File: config.mk
export PLATFORM = sky130hd
export DESIGN_NAME = fp_add_sched
export DESIGN_NICKNAME = d
export VERILOG_FILES = /design/src/rtl/fp_add_sched.sv
export SDC_FILE = /design/constraint.sdc
export NUM_CORES = 1
export LEC_CHECK = 0
export ABC_AREA = 1
export CAP_MARGIN = 20
export CORE_MARGIN = 2
export CORE_UTILIZATION = 30
export CTS_CLUSTER_DIAMETER = 30
export CTS_CLUSTER_SIZE = 40
export DETAILED_ROUTE_END_ITERATION = 12
export GPL_TIMING_DRIVEN = 0
export PLACE_DENSITY = 0.65
export SLEW_MARGIN = 25
export SYNTH_ARGS = -nofsm -noshare
export SYNTH_HDL_FRONTEND = slang
export SYNTH_SLANG_ARGS = --single-unit
export TNS_END_PERCENT = 5
File: constraint.sdc
create_clock -name clk -period 5.16 [get_ports clk]
set_input_delay 1.548 -clock clk [delete_from_list [all_inputs] [get_ports clk]]
set_output_delay 1.548 -clock clk [all_outputs]
set_load 0.05 [all_outputs]
File: src/rtl/fp_add_sched.sv
// rtl/fp_add_sched.sv - round-robin scheduler and stage sequencer for a shared multi-cycle FP adder
// Optional feature macro: FP_ADD_ZERO_BYPASS_EN (zero operand skips the datapath, result in one cycle)
module fp_add_sched #(
  parameter int NORM_TIMEOUT = 32,
  parameter int TO_W         = 6
) (
  input  logic        clk,
  input  logic        res,
  input  logic        a_valid,
  output logic        a_ready,
  input  logic [31:0] a_x,
  input  logic [31:0] a_y,
  input  logic        b_valid,
  output logic        b_ready,
  input  logic [31:0] b_x,
  input  logic [31:0] b_y,
  output logic [31:0] dp_x,
  output logic [31:0] dp_y,
  output logic [3:0]  dp_stage,
  input  logic        dp_norm_done,
  input  logic        dp_round_carry,
  input  logic [31:0] dp_result,
  input  logic        dp_overflow,
  output logic        resp_valid,
  input  logic        resp_ready,
  output logic        resp_id,
  output logic [31:0] resp_result,
  output logic        resp_overflow,
  output logic        resp_abort
);

  typedef enum logic [2:0] {
    S_IDLE, S_ALIGN, S_ADD, S_NORM, S_ROUND, S_RENORM, S_DONE
  } state_t;

  state_t          state, state_n;
  logic            run;        // low for the first cycle after reset so ready stays 0 during reset
  logic            rr_last;    // ID of the last requester granted
  logic            renorm;     // one renormalize pass already taken for this operation
  logic [TO_W-1:0] to_cnt;
  logic            gnt_id;
  logic [31:0]     sel_x, sel_y;
  logic            take, cap, abort, set_renorm, cnt_inc;

  // Winner if a grant happens this cycle: the only requester, or the one not granted last
  assign gnt_id = (a_valid && b_valid) ? ~rr_last : b_valid;
  assign sel_x  = gnt_id ? b_x : a_x;
  assign sel_y  = gnt_id ? b_y : a_y;

`ifdef FP_ADD_ZERO_BYPASS_EN
  logic        x_zero, y_zero, byp;
  logic [31:0] byp_result;
  assign x_zero     = (sel_x[30:0] == 31'd0);
  assign y_zero     = (sel_y[30:0] == 31'd0);
  // Both zero: AND keeps the sign rule of IEEE addition of two zeros
  assign byp_result = (x_zero && y_zero) ? (sel_x & sel_y) : (x_zero ? sel_y : sel_x);
`endif

  // State register
  always_ff @(posedge clk or negedge res) begin
    if (!res) state <= S_IDLE;
    else      state <= state_n;
  end

  // Next state, stage enables, handshakes and datapath control strobes
  always_comb begin
    state_n    = state;
    a_ready    = 1'b0;
    b_ready    = 1'b0;
    dp_stage   = 4'b0000;
    resp_valid = 1'b0;
    take       = 1'b0;
    cap        = 1'b0;
    abort      = 1'b0;
    set_renorm = 1'b0;
    cnt_inc    = 1'b0;
`ifdef FP_ADD_ZERO_BYPASS_EN
    byp        = 1'b0;
`endif
    case (state)
      S_IDLE: begin
        if (run && (a_valid || b_valid)) begin
          take    = 1'b1;
          a_ready = ~gnt_id;
          b_ready = gnt_id;
          state_n = S_ALIGN;
`ifdef FP_ADD_ZERO_BYPASS_EN
          if (x_zero || y_zero) begin
            byp     = 1'b1;
            state_n = S_DONE;
          end
`endif
        end
      end
      S_ALIGN: begin
        dp_stage = 4'b0001;
        state_n  = S_ADD;
      end
      S_ADD: begin
        dp_stage = 4'b0010;
        state_n  = S_NORM;
      end
      S_NORM, S_RENORM: begin
        dp_stage = 4'b0100;
        if (dp_norm_done) begin
          state_n = S_ROUND;
        end else if (to_cnt == TO_W'(NORM_TIMEOUT - 1)) begin
          abort   = 1'b1;
          state_n = S_DONE;
        end else begin
          cnt_inc = 1'b1;
        end
      end
      S_ROUND: begin
        dp_stage = 4'b1000;
        if (dp_round_carry && !renorm) begin
          set_renorm = 1'b1;
          state_n    = S_RENORM;
        end else begin
          cap     = 1'b1;
          state_n = S_DONE;
        end
      end
      S_DONE: begin
        resp_valid = 1'b1;
        if (resp_ready) state_n = S_IDLE;
      end
      default: state_n = S_IDLE;
    endcase
  end

  // Operand latch, arbitration history, timeout counter and response capture
  always_ff @(posedge clk or negedge res) begin
    if (!res) begin
      run           <= 1'b0;
      rr_last       <= 1'b1;
      renorm        <= 1'b0;
      to_cnt        <= '0;
      dp_x          <= 32'd0;
      dp_y          <= 32'd0;
      resp_id       <= 1'b0;
      resp_result   <= 32'd0;
      resp_overflow <= 1'b0;
      resp_abort    <= 1'b0;
    end else begin
      run    <= 1'b1;
      // Counter only runs while waiting on normalize; any other cycle restarts it at 0
      to_cnt <= cnt_inc ? to_cnt + 1'b1 : '0;
      if (take) begin
        dp_x          <= sel_x;
        dp_y          <= sel_y;
        resp_id       <= gnt_id;
        rr_last       <= gnt_id;
        renorm        <= 1'b0;
        resp_result   <= 32'd0;
        resp_overflow <= 1'b0;
        resp_abort    <= 1'b0;
      end
      if (set_renorm) renorm <= 1'b1;
      if (cap) begin
        resp_result   <= dp_result;
        resp_overflow <= dp_overflow;
        resp_abort    <= 1'b0;
      end
      if (abort) begin
        resp_result   <= 32'd0;
        resp_overflow <= 1'b0;
        resp_abort    <= 1'b1;
      end
`ifdef FP_ADD_ZERO_BYPASS_EN
      if (byp) resp_result <= byp_result;
`endif
    end
  end

endmodule
# Word-level counts from Yosys, hierarchy flattened
# Cells that the tools add are included.
# Widths: inputs -> output; s select.
[op_classes]
n_bitwise = 2
n_div = 0
order_cmp = 0
reduce_logical = 10
n_eq_ne = 10
n_mul = 0
n_mux = 37
shifts = 0
n_addsub = 1
[op_table]
columns = ["op", "n"]
rows = [
  ["$mux 32", 5],
  ["$mux 1", 24],
  ["$pmux 3 s6", 1],
  ["$pmux 4 s4", 1],
  ["$mux 3", 4],
  ["$eq 3x3->1 const B", 3],
  ["$add 6x1->6 const B", 1],
  ["$eq 3x2->1 const B", 2],
  ["$eq 6x5->1 const B", 1],
  ["$mux 6", 1],
  ["$ne 2x2->1 const B", 2],
  ["$eq 3x1->1 const B", 1],
  ["$logic_and 1x1->1", 3],
  ["$logic_not 3->1", 1],
  ["$ne 3x3->1 const B", 1],
  ["$reduce_and 3->1", 1],
  ["$reduce_bool 3->1", 1],
  ["$mux 2", 1],
  ["$not 1->1", 2],
  ["$reduce_bool 2->1", 1],
  ["$reduce_or 2->1", 1],
  ["$logic_not 1->1", 1],
  ["$logic_or 1x1->1", 1],
]
[totals]
in_bits = 168
ramBits = 0
rom_bits = 0
word_cells = 71
n_memories = 0
output_inout_bits = 106
reg_bits = 111
latchBits = 0

# Logic depth before layout (Yosys ltp)
# Gate-level depths: netlist (run 1).
[logic_depth]
ltp_word = 7
ltp_mapped = 9
mapped_depth_nobuf = 8

# Worst setup path after synthesis (run 1)
# Ideal clock, no wire load.
[synth_path]
path_type = "input -> output"
startpoint = "in b_valid"
endpoint = "out b_ready"
path_stages = 6
path_buffers = 2
path_slack_ps = 1238
required_ps = 3612
arrival_time_ps = 2374
path_cell_list = "o21ai_0 > inv_1 > nand2_4 > nor2_2 > buf_4 > buf_4"
[synth_between]
elab_chain_len = 4
elab_cells_between_ends = 6
classes_between = "mux: 3; reduce/logical: 3"
[synth_lines]
columns = ["element", "line_no", "rtl"]
rows = [
  ["start, declared", "13", "input logic b_valid,"],
  ["$logic_and 1x1->1 or $logic_or 1x1->1 (tied branches)", "46, 82", ""],
  ["$mux 1 or $logic_and 1x1->1 (tied branches)", "46, 82", ""],
  ["$mux 1 (*)", "82", "if (run && (a_valid || b_valid)) begin"],
  ["$mux 1 (*)", "80", "case (state)"],
  ["end, declared", "14", "output logic b_ready,"],
]
# Mark *: on every way between the ends. The rest lies on a longest branch, timed or not.

# Worst setup path in the final report (run 1)
[layout_path]
startpoint = "in b_valid"
endpoint = "out a_ready"
[layout_between]
elab_chain_len = 5
elab_cells_between_ends = 7
classes_between = "mux: 3; bitwise: 1; reduce/logical: 3"
[layout_lines]
columns = ["element", "line_no", "rtl"]
rows = [
  ["$logic_and 1x1->1", "46", "assign gnt_id = (a_valid && b_valid) ? ~rr_last : b_valid;"],
  ["$mux 1", "46", ""],
  ["$not 1->1", "84", "a_ready = ~gnt_id;"],
  ["$mux 1 (*)", "82", ""],
  ["$mux 1 (*)", "80", ""],
  ["end, declared", "10", "output logic a_ready,"],
]
# Marks and branches as above.

==> out/metrics.csv, run 1 <==
metric,value,unit
outcome,finished clean,
fin. max-slew vios,0,
Layout Nets,1032,
achievable frequency,201,MHz
number of DRC markers in iteration 0,185,
vias per cell,4.46,
leakage power,0.00385,uW
Peak VDD IR,0.341,mV
Die Y,132,um
Worst path slowest cell,dlygate4sd2_1,
Post-Syn Area,0.00489,mm^2
Core Rows,46,
TritonRoute pass-1 iters,4,
Post-Place Cells,1068,
Gate Count Post-Synth,578,
element type at the critical path end,output port,
IO buf count,273,
dominant cells by area after synthesis,"dfrtp_1 (56%), nand2_1 (21%), nand3_1 (10%)",
routed via count,4831,
worst r2r src,state[1],
post-detail-place hpwl,12400,um
Clock Root Buffer,clkbuf_16,
main flop type after synthesis,dfrtp_1,
hold path endpoint,to_cnt[0],
CTS Buffer Depth,2,
synthesized flop and latch total,111,
endpoints failing setup,0,
RSZ-0062 raised after global routing,false,
vias in the first global route,4885,
CP Class,in2out,
DRC,0,
clk slew on worst S/H paths,0.07,ns
"EDFF count, synth",0,
Final Cycle Share,96.6,%
Hold Path Depth,1,
clock tree from TritonCTS,done,
total track usage,19.2,%
Skew-Pair Late Insertion Delay,0.35,ns
min-delay src,to_cnt[0],
die area,0.0173,mm^2
"Max FO, Critical Path",10,
RePlAce Congestion,0.776,
Non-Filler Instances,1084,
Detail Route Antenna Nets,0,
worst path arrival time,3.43,ns
startpoint types,primary input,
"Distinct cells, synth",25,
max incr delay on CP,0.55,ns
starting density of the core,30.8,%
area of the core,0.0159,mm^2
WL final,16300,um
Synthesis Warnings,0,
R2R cell count,9,
fillers,1504,
PwrDens,590,mW/mm^2
post-synth top area share,56.3,%
first-pass GRT wire length,26300,um
Syn Nets,747,
grt ovf,0,
io pins,274,
post-layout min period,4.98,ns
Die Wd,132,um
multi-input logic area,0.00183,mm^2
reg2reg end,dp_x[9],
CTS Sinks,111,
H-tree depth,3,
Fin. Hold Viols,0,
initial antenna violation count,0,
Slew @ Worst Pin,0.609,ns
Crit path top cell by count,buf_6,
CTS buffer count,9,
"area leader, netlist",dfrtp_1,
r2r setup slk,3.51,ns
relative slew slack,59.4,%
worst clock skew,0.00975,ns
"Avg Cell Area, Syn",8.46,um^2
ANT cells,0,
Hold Crit Class,reg2reg,
fraction of layout cells with a size suffix above 1,7.37,%
design area,0.00826,mm^2
largest net degree at the start of global routing,63,
wire per inst,15.0,um
DP Area,0.00792,mm^2
area grow syn2layout,69.1,%
CP required,3.61,ns
Max Cap Viol,0,
# Post-CTS Setup Buffers,0,
"FFs w/ async S/R, synth",100,%
Storage cell area,0.00278,mm^2
sequential-to-total area share from yosys stat,56.9,%
cell breakdown of the critical path,"clkdlybuf4s50_1, o21ai_0, inv_1, nand2_4, nor2_4, buf_6, buf_6, dlygate4sd2_1",
-- placed cells by master, fill, tap and decap left out, drive strengths merged --
cell type | synthesis | layout
a22o | 1 | 1
xor2 | 1 | 1
nand2 | 281 | 281
clkinv | 0 | 2
inv | 15 | 17
o21ai | 2 | 2
ha | 1 | 1
nand4 | 1 | 1
nor3 | 2 | 2
conb | 1 | 1
a21oi | 3 | 3
clkdlybuf4s50 | 0 | 270
dfstp | 1 | 1
dfrtp | 110 | 110
nor3b | 2 | 2
clkbuf | 1 | 10
buf | 29 | 31
dlygate4sd2 | 0 | 2
bufinv | 0 | 3
nand3 | 104 | 104
nor2 | 23 | 23
-- sequential cells by signal (all words and copies together), names as in the netlist --
register and flops:
resp_abort 1, resp_result 32, dp_y 32, resp_overflow 1, state 3, rr_last 1
renorm 1, resp_id 1, to_cnt 6, dp_x 32, run 1
-- stage by stage --
| step | util [%] | hold WS, ns | worst slack [ns] | power (uW) | TNS, ns |
|---|---|---|---|---|---|
| after floorplan | - | 0.433 | 1.24 | 3090 | 0 |
| after global placement | 49.7 | 0.455 | -2.05 | 4080 | -224.76 |
| after detailed placement | 49.9 | 0.473 | -0.128 | 4090 | -0.234 |
| after CTS | 52.0 | 0.483 | 0.146 | 4920 | 0 |
| after global routing | 52.0 | 0.510 | 0.0506 | 5130 | 0 |
| final | 52.0 | 0.480 | 0.178 | 4870 | 0 |
-- where the power goes --
| group | total [uW] | switching (uW) | internal [uW] |
|---|---|---|---|
| sequential | 1390 | 194 | 1200 |
| clock | 810 | 333 | 477 |
| combinational | 2670 | 1750 | 915 |
| total | 4870 | 2280 | 2590 |
-- per-layer routing --
metal | vias up | routed length, um | track usage, % | share of wire, %
li1 | 2392 | - | - | -
met2 | 212 | 7450 | 31.5 | 46
met5 | - | 0 | 0 | 0
met3 | 18 | 1460 | 6.48 | 8.9
met4 | 0 | 300 | 6.46 | 1.8
met1 | 2209 | 7100 | 23.8 | 44
-- worst max path at each step --
stage	start	endpoint	cells past startpoint
after global placement	res	dp_x[25]	1
final	b_valid	a_ready	8
after floorplan	b_valid	b_ready	6
after detailed placement	b_valid	a_ready	8
after CTS	b_valid	a_ready	8
after global routing	b_valid	a_ready	8
-- cell usage after synthesis, types with 2 or more instances --
master     n
a21oi_1    3
buf_2     12
buf_4      9
buf_6      8
dfrtp_1  110
inv_1     14
nand2_1  277
nand2_2    3
nand3_1   99
nand3_2    5
nor2_1    18
nor2_4     4
nor3_1     2
nor3b_1    2
o21ai_0    2
-- final cells by class --
cell class              count  share of cell area (%)
multi-input cells         422                    22.2
clock inverters             7                    1.42
inverters                  15                   0.681
well taps                 216                    3.27
clock buffers               9                    2.73
plain buffers              30                    2.68
flip-flops and latches    111                    33.6
repair buffers            274                    33.4
-- what timing repair did --
action	4_1_cts	5_1_grt
hold buffers	0	0
gates resized for setup	2	0
endpoints found under the setup margin	2	0
-- critical path, delay by kind of cell --
family	cells	cell delay (ns)
AND/OR/NAND/NOR	2	0.21
AO/OA/AOI/OAI	1	0.14
buffers and inverters	5	1.54
-- logic make-up (layout without fill, tap and decap cells) --
logic type,after synthesis,after routing,share of synthesized area (%)
AOI/OAI and AO/OA,6,6,0.691
and+or+nand+nor,413,413,36.3
buffers and inverters,45,335,5.68
xor gates and xnor gates,1,1,0.179
adders and majority gates,1,1,0.256
other,1,1,0.0767
DFF,111,111,56.9
(Power assumes the default switching activity.)
==> run 2, diff against run 1 <==
--- a/config.mk
+++ b/config.mk
@@ -8,12 +8,11 @@
 export ABC_AREA = 1
 export CAP_MARGIN = 20
 export CORE_MARGIN = 2
-export CORE_UTILIZATION = 30
+export CORE_UTILIZATION = 42
 export CTS_CLUSTER_DIAMETER = 30
 export CTS_CLUSTER_SIZE = 40
 export DETAILED_ROUTE_END_ITERATION = 12
-export GPL_TIMING_DRIVEN = 0
-export PLACE_DENSITY = 0.65
+export PLACE_DENSITY = 0.87
 export SLEW_MARGIN = 25
 export SYNTH_ARGS = -nofsm -noshare
 export SYNTH_HDL_FRONTEND = slang
==> out/metrics.csv, run 2 (synthesis gave the netlist of run 1 again) <==
metric,value,unit,change
vias per cell,4.94,,+11%
clock tree from TritonCTS,done,,
post-detail-place hpwl,11200,um,-9.5%
wire per inst,15.6,um,+3.4%
IO buf count,273,,unchanged
Layout Nets,1006,,-2.5%
number of DRC markers in iteration 0,302,,+63%
Post-CTS Resized,0,,-2
Fin. Hold Viols,0,,unchanged
CP Class,in2out,,
Clk pwr share,14.7,%,-1.9 points
Peak VDD IR,0.362,mV,+6.1%
Max Cap Viol,0,,unchanged
Die Y,112,um,-15%
Int Power,2480,uW,-4.4%
element type at the critical path end,output port,,
P_sw,2240,uW,-1.9%
worst clock skew,0.00472,ns,-0.00502 ns
Skew-Pair Late Insertion Delay,0.34,ns,about the same
DRC,0,,unchanged
wl on met1,5940,um,-16%
starting density of the core,43.0,%,+12 points
cell breakdown of the critical path,"clkdlybuf4s50_1, o21ai_0, inv_1, nand2_4, nor2_4, buf_12",,
RSZ-0062 raised after global routing,false,,
vias in the first global route,4836,,-1.0%
Logic pwr share,55.8,%,+1.0 points
R2R cell count,6,,-3
Slew @ Worst Pin,0.956,ns,+0.347 ns
sequential fraction of design power,29.5,%,+0.9 points
initial antenna violation count,0,,unchanged
Top Layer Used,met4,,
sw frac,47.5,%,+0.66 points
reg2reg end,resp_result[12],,
Die Wd,112,um,-15%
CTS buffer count,9,,unchanged
WL final,15300,um,-6.4%
TritonRoute pass-1 iters,6,,+2
Final Cycle Share,82.3,%,-14 points
pre-CTS setup slack,0.923,ns,+1.05 ns
hold path endpoint,to_cnt[0],,
H-tree depth,3,,unchanged
Detail Route Antenna Nets,0,,unchanged
fillers,884,,-41%
routed via count,4855,,+0.50%
Core Rows,39,,-15%
Final WS setup,0.912,ns,+0.734 ns
PwrDens,595,mW/mm^2,+0.91%
endpoints failing setup,0,,unchanged
clk slew on worst S/H paths,0.07,ns,about the same
DP Area,0.00764,mm^2,-3.6%
total track usage,24.5,%,+5.3 points
first-pass GRT wire length,24400,um,-7.0%
worst path arrival time,2.70,ns,-0.73 ns
"Max FO, Critical Path",3,,-7
achievable frequency,235,MHz,+17%
fraction of layout cells with a size suffix above 1,4.41,%,-3.0 points
# Post-CTS Setup Buffers,0,,unchanged
fin. max-slew vios,0,,unchanged
area of the core,0.0114,mm^2,-28%
post-layout min period,4.25,ns,-0.734 ns
outcome,finished clean,,
"most common cell after layout, fill and taps aside",nand2_1,,
RePlAce Congestion,0.833,,+7.4%
startpoint types,primary input,,
die area,0.0125,mm^2,-28%
Setup TNS,0,ns,unchanged
r2r setup slk,3.04,ns,-0.47 ns
max incr delay on CP,0.42,ns,-0.13 ns
area grow syn2layout,62.1,%,
design area,0.00792,mm^2,-4.1%
multi-input logic area,0.00184,mm^2,+0.27%
grt ovf,0,,unchanged
Hold Path Depth,1,,unchanged
CTS Buffer Depth,2,,unchanged
io pins,274,,unchanged
largest net degree at the start of global routing,67,,+6.3%
final total power,4710,uW,-3.2%
CTS Sinks,111,,unchanged
cts-stage hold buffer count,0,,unchanged
CP required,3.61,ns,about the same
biggest regs,"dp_x x32, dp_y x32, resp_result x32",,
Worst Hold Margin,0.459,ns,-0.0209 ns
relative slew slack,36.1,%,-23 points
Hold Crit Class,reg2reg,,
worst r2r src,to_cnt[0],,
ANT cells,0,,unchanged
routed wl met3,1350,um,-7.1%
leakage power,0.00369,uW,-4.3%
Worst path slowest cell,clkdlybuf4s50_1,,
Clock Root Buffer,clkbuf_16,,
Detail Route met2 WL,7530,um,+1.0%
"commonest cells after routing, fill and taps aside","nand2_1 (277), clkdlybuf4s50_1 (270), dfrtp_1 (110), nand3_1 (99), nor2_1 (18)",,
Storage cell area,0.00278,mm^2,unchanged
min-delay src,to_cnt[0],,
==> run 2: through the flow <==
step	utilization, %	cells
after detailed placement	67.2	969
final	69.7	982
after CTS	69.7	982
after global placement	67.2	969
after global routing	69.7	982
after floorplan	-	578
==> run 2: critical path, delay by kind of cell <==
kind,cells,cell delay (ns)
simple gates,2,0.16
compound gates,1,0.29
buf+inv,3,0.69
==> run 2: layout make-up <==
class | instances | share of cell area, %
Inverter | 15 | 0.711
Sequential cell | 111 | 35.1
Tap cell | 143 | 2.26
Timing Repair Buffer | 278 | 35.2
Multi-Input combinational cell | 422 | 23.2
Clock buffer | 12 | 3.24
Clock inverter | 1 | 0.379
==> run 2: power by group through the flow <==
stage / Sequential [uW] / Clock (uW) / Combinational [uW]
6_report: 1390 / 694 / 2630
5_1_grt: 1430 / 732 / 2770
4_1_cts: 1390 / 705 / 2650
3_5_place_dp: 1400 / 0 / 2640
3_3_place_gp: 1390 / 0 / 2600
2_1_floorplan: 2440 / 0 / 645
==> run 2: how the worst max path moves through the flow <==
stage	start	end	slack (ns)	depth (start not counted)
2_1_floorplan	b_valid	b_ready	1.24	6
6_report	b_valid	b_ready	0.91	6
3_3_place_gp	b_valid	b_ready	0.92	6
5_1_grt	b_valid	b_ready	0.83	6
3_5_place_dp	b_valid	b_ready	0.92	6
4_1_cts	b_valid	b_ready	0.91	6
==> run 2: metal layers <==
metal	vias to the layer above	track usage, %
met3	30	7.40
met1	2270	28.4
li1	2337	-
met5	-	0
met2	218	42.4
met4	0	10.2
